**config.mk**
```make
export PLATFORM = sky130hd
export DESIGN_NAME = gemm_tile_ctrl
export DESIGN_NICKNAME = d
export VERILOG_FILES = /design/src/rtl/gemm_tile_ctrl.sv
export SDC_FILE = /design/constraint.sdc
export NUM_CORES = 1
export LEC_CHECK = 0
export CAP_MARGIN = 25
export CORE_MARGIN = 5
export CORE_UTILIZATION = 35
export DETAILED_ROUTE_END_ITERATION = 6
export PLACE_DENSITY = 0.65
export SLEW_MARGIN = 10
export SYNTH_ARGS = -nofsm -noshare
export SYNTH_HDL_FRONTEND = slang
export SYNTH_SLANG_ARGS = --single-unit
```
**constraint.sdc**
```tcl
create_clock -name clk_i -period 2.8 [get_ports clk_i]
set_input_delay 0.28 -clock clk_i [delete_from_list [all_inputs] [get_ports clk_i]]
set_output_delay 0.28 -clock clk_i [all_outputs]
set_load 0.02 [all_outputs]
```
**src/rtl/gemm_tile_ctrl.sv**
```systemverilog
// Sequencer for one output-stationary general_mac_pe computing C = A*B, with K split into Kc chunks.
// Optional: define GEMM_CTRL_CLR_ON_DONE_EN to pulse acc_clr_o alongside done_o.
module gemm_tile_ctrl #(
  parameter int SizeWidth = 8,
  parameter int AddrWidth = 16
) (
  input  logic                 clk_i,
  input  logic                 rst_ni,
  input  logic                 start_i,
  input  logic [SizeWidth-1:0] m_size_i,
  input  logic [SizeWidth-1:0] n_size_i,
  input  logic [SizeWidth-1:0] kc_size_i,
  output logic [AddrWidth-1:0] a_addr_o,
  output logic [AddrWidth-1:0] b_addr_o,
  output logic                 rd_en_o,
  output logic                 a_valid_o,
  output logic                 b_valid_o,
  output logic                 init_save_o,
  output logic                 acc_clr_o,
  output logic                 c_we_o,
  output logic [AddrWidth-1:0] c_addr_o,
  output logic                 busy_o,
  output logic                 done_o
);

`ifdef GEMM_CTRL_CLR_ON_DONE_EN
  localparam logic ClrOnDone = 1'b1;
`else
  localparam logic ClrOnDone = 1'b0;
`endif

  typedef enum logic [1:0] {
    IDLE,
    RUN,
    DRAIN,
    FIN
  } state_e;

  state_e               state_q;
  logic [SizeWidth-1:0] m_size_q, n_size_q, kc_size_q;
  logic [SizeWidth-1:0] m_q, n_q, k_q;
  logic [AddrWidth-1:0] a_base_q;
  logic [AddrWidth-1:0] c_cnt_q;
  logic                 dat_klast_q;

  logic k_last, n_last, m_last, any_zero;

  // Counters describe the address currently on a_addr_o/b_addr_o.
  assign k_last   = (k_q == kc_size_q - SizeWidth'(1));
  assign n_last   = (n_q == n_size_q - SizeWidth'(1));
  assign m_last   = (m_q == m_size_q - SizeWidth'(1));
  assign any_zero = (m_size_i == '0) || (n_size_i == '0) || (kc_size_i == '0);

  // NOTE: every register here, outputs included, is updated with <= so all
  // pipeline stages see the pre-edge values of each other.
  always_ff @(posedge clk_i or negedge rst_ni) begin
    if (!rst_ni) begin
      state_q     <= IDLE;
      m_size_q    <= '0;
      n_size_q    <= '0;
      kc_size_q   <= '0;
      m_q         <= '0;
      n_q         <= '0;
      k_q         <= '0;
      a_base_q    <= '0;
      c_cnt_q     <= '0;
      dat_klast_q <= 1'b0;
      a_addr_o    <= '0;
      b_addr_o    <= '0;
      rd_en_o     <= 1'b0;
      a_valid_o   <= 1'b0;
      b_valid_o   <= 1'b0;
      init_save_o <= 1'b0;
      acc_clr_o   <= 1'b0;
      c_we_o      <= 1'b0;
      c_addr_o    <= '0;
      busy_o      <= 1'b0;
      done_o      <= 1'b0;
    end else begin
      // Read data returns one cycle after the address; controls follow it.
      a_valid_o   <= rd_en_o;
      b_valid_o   <= rd_en_o;
      init_save_o <= rd_en_o && (k_q == '0);
      dat_klast_q <= rd_en_o && k_last;
      c_we_o      <= dat_klast_q;
      if (dat_klast_q) begin
        c_addr_o <= c_cnt_q;
        c_cnt_q  <= c_cnt_q + AddrWidth'(1);
      end
      done_o    <= 1'b0;
      acc_clr_o <= 1'b0;

      unique case (state_q)
        IDLE: begin
          if (start_i) begin
            m_size_q  <= m_size_i;
            n_size_q  <= n_size_i;
            kc_size_q <= kc_size_i;
            m_q       <= '0;
            n_q       <= '0;
            k_q       <= '0;
            a_base_q  <= '0;
            a_addr_o  <= '0;
            b_addr_o  <= '0;
            c_cnt_q   <= '0;
            if (any_zero) begin
              state_q   <= FIN;
              done_o    <= 1'b1;
              acc_clr_o <= ClrOnDone;
            end else begin
              state_q <= RUN;
              rd_en_o <= 1'b1;
              busy_o  <= 1'b1;
            end
          end
        end

        RUN: begin
          if (!k_last) begin
            k_q      <= k_q + SizeWidth'(1);
            a_addr_o <= a_addr_o + AddrWidth'(1);
            b_addr_o <= b_addr_o + AddrWidth'(1);
          end else begin
            k_q <= '0;
            if (!n_last) begin
              // Same A row again; B moves on to the next packed column.
              n_q      <= n_q + SizeWidth'(1);
              a_addr_o <= a_base_q;
              b_addr_o <= b_addr_o + AddrWidth'(1);
            end else begin
              n_q      <= '0;
              b_addr_o <= '0;
              if (!m_last) begin
                m_q      <= m_q + SizeWidth'(1);
                a_addr_o <= a_addr_o + AddrWidth'(1);
                a_base_q <= a_addr_o + AddrWidth'(1);
              end else begin
                state_q <= DRAIN;
                rd_en_o <= 1'b0;
              end
            end
          end
        end

        DRAIN: begin
          // With no data left in flight, this write is the final one.
          if (c_we_o && !a_valid_o) begin
            state_q   <= FIN;
            busy_o    <= 1'b0;
            done_o    <= 1'b1;
            acc_clr_o <= ClrOnDone;
          end
        end

        FIN: state_q <= IDLE;

        default: state_q <= IDLE;
      endcase
    end
  end

endmodule

```
==> impl_metrics.ini <==
[run_status]
status = completed

[setup_path]
worstSetupStartpointType = flop
end_kind = flop
path_cells = ha_1 > nand3_2 > or2_4 > or3_4 > or3_1 > or3_4 > xnor2_2 > mux2i_1 > o31ai_2
cp.required_ns = 3.13
worst-path-max-fanout = 5
path_class = flop to flop
crit_arrival_ns = 3.05
critPathSlowestCell = or3_1
crit_path_frequent_cell = or3_4
critical-path-max-stage-delay_ns = 0.42

[sta]
whs_ns = 0.414
min_period_ns = 2.71
grt_setup_unrepaired = no
fin_crit_sh_pct = 96.9
slew_headroom_pct = 52.9
worst_slew_pin_slew_ns = 0.706
maxSlewViolCount = 0
fin_skew_ns = 0.00845
setup_tns_ns = 0
fmax_mhz = 368
setup_viol = 0
finalHoldViolations = 0

[route]
drc = 0
viasPerCell = 5.10
wl_per_cell_um = 15.3
via_count = 5792
ant_nets = 0
routed_wirelength_um = 17400
first_pass_iters = 5
drt_iter0_drc = 248

[global_route]
grt_pass1_wl_um = 29400
grt_use_total_pct = 15.0
grt_pass1_vias = 5731
grt_max_degree = 74
gr-total-overflow = 0
antenna_found_initial = 0

[floorplanning]
die_area_um2 = 23800
row_count = 52
die_h_um = 154
num_io_pins = 83
start_util_pct = 35.8
die_x_um = 154
fp.coreArea_um2 = 20400

[job]
cap_viol_max_count = 0

[synth]
synthTopCellsByArea = dfrtp_1, nand2_1, xnor2_1
synth_compound_area_share_pct = 12.1
async_reset_ff_share_pct = 100
synthAdderAreaFrac_pct = 2.23
synth-simple-area-share_pct = 20.5
synth_top_family_by_area = simple AND/OR/NAND/NOR gates
postSynthCellCount = 762
yosysSeqAreaShare_pct = 47.0
syn_nets = 802
ys_ff_latch = 137
synth_edf_count = 0
ys.warnings.count = 0
synth.largest_area_cell = dfrtp_1
synth_area_um2 = 7290
ys_types = 64
muxShareOfSynthArea_pct = 4.98
synth_top_area_share_pct = 47.0
synth-xor-area-share_pct = 9.35
avgSynthCellArea_um2 = 9.57
ys.flop_type = dfrtp_1

[cts]
post_cts.repair.setup_buffers = 0
clock_path_buffers = 2
clk_pin_slew_ns = 0.06
cts.sinks = 137
cts_buffers = 17
cts-root-buf = clkbuf_16
htreeDepth = 4
clkLatencyLatePin_ns = 0.42
cts_tree = built

[final_layout]
nets = 893
antennaDiodeCount = 0
final_util_pct = 45.0
drive_gt1_share_pct = 11.4
fill_cells = 1936
final_cell_mix = dfrtp_1, nand2_1, clkdlybuf4s50_1
seq_area_um2 = 3430
final_common_cell = dfrtp_1
area_growth_pct = 25.6
multi_input_area_um2 = 3630

[power_and_ir_drop]
leakagePower_uw = 0.00404
total_power_uw = 4240
power_density_nw_per_um2 = 463
irDropWorstVdd_v = 0.000405

[placed_design]
place_congestion = 0.785
hpwl_um = 12200
io_buffers = 81

[worst_hold_path]
hold_path_class = input port to flop
## state kept, by name, indices dropped and copies added, names as in the netlist, 2 cells and up
name	cells
m_q	8
k_q	8
a_base_q	16
n_q	8
m_size_q	8
n_size_q	8
kc_size_q	8
c_cnt_q	16
state_q	2
b_addr_o	16
c_addr_o	16
a_addr_o	16
## path summary, 6_finish.rpt
path,from,endpoint,slack (ns),depth (start not counted)
hold / removal,m_size_i[7],m_size_q[7],0.41,3
min in group asynchronous,rst_ni,a_addr_o[10],0.44,2
hold reg to reg,rd_en_o,b_valid_o,0.48,0
max in group asynchronous,rst_ni,a_addr_o[7],1.64,3
setup / recovery,a_addr_o[0],a_addr_o[12],0.09,9
setup reg to reg,a_addr_o[0],a_addr_o[12],0.09,9
## cells by family (layout without fill, tap and decap cells)
logic type,Yosys count,count (layout)
compound gates,128,128
xor+xnor,77,77
fa+ha+maj,13,13
buf+inv,66,170
flops,137,137
mux,34,34
other cells,1,1
simple gates,306,306
## final cells by class
type,count,area share [%]
clock buffers,19,4.95
inverters,27,1.11
repair buffers,111,11.9
clock inverters,13,1.30
flip-flops and latches,137,37.4
multi-input cells,559,39.6
well taps,270,3.69
## cell usage after synthesis, types with 4 or more instances
library cell	number
or3_1	5
nor3_1	23
nand4_1	11
clkbuf_1	23
a211oi_1	8
a31oi_1	6
and4_1	4
nand3b_1	4
nand3_1	18
nor4_1	9
mux2_2	18
dfrtp_1	137
xor2_1	36
o21ai_0	30
buf_4	4
and3_1	19
xnor2_1	40
nand2b_1	11
buf_2	9
o31ai_1	11
nand2_1	116
o22ai_1	11
mux2i_1	16
and2_1	4
a21oi_1	16
nor2_1	62
inv_1	26
a22o_1	15
ha_1	13
## where the power goes
group | leakage (µW) | switching, µW | internal (µW)
Sequential | 0.00172 | 0.618 | 1980
Clock | 0.000272 | 890 | 1270
Combinational | 0.00205 | 54.4 | 41.5
Total | 0.00404 | 945 | 3300
## worst max-delay path: cells and delay by family, from the launching register on
family                     cells  cell delay, ns
and+or+nand+nor                5            1.55
DFF                            1            0.36
adders and majority gates      1            0.23
AOI/OAI and AO/OA              1            0.18
xor gates and xnor gates       1            0.17
muxes                          1            0.12
## metal layers
| layer | vias up | global-route usage [%] | part of all wire, % |
|---|---|---|---|
| met1 | 2816 | 21.5 | 49 |
| met5 | - | 0 | 0 |
| li1 | 2841 | - | - |
| met4 | 0 | 4.29 | 1.2 |
| met2 | 115 | 21.8 | 43 |
| met3 | 20 | 4.72 | 6.1 |
## per-stage QoR
stage / instance area [µm²] / setup slack (ns) / cells
floorplan: 7290 / 0.0757 / 762
global placement: 8540 / 0.119 / 1103
detailed placement: 8540 / 0.0192 / 1103
CTS: 9120 / 0.00992 / 1136
global route: 9160 / 0.000987 / 1136
finish: 9160 / 0.0861 / 1136
## timing repair
action / in CTS / in global routing
gates resized for setup: 0 / 7
hold endpoints to repair: 70 / 0
hold buffers: 1 / 0
setup endpoints to repair: 0 / 38
No activity file was read; power rests on OpenSTA's default activity.
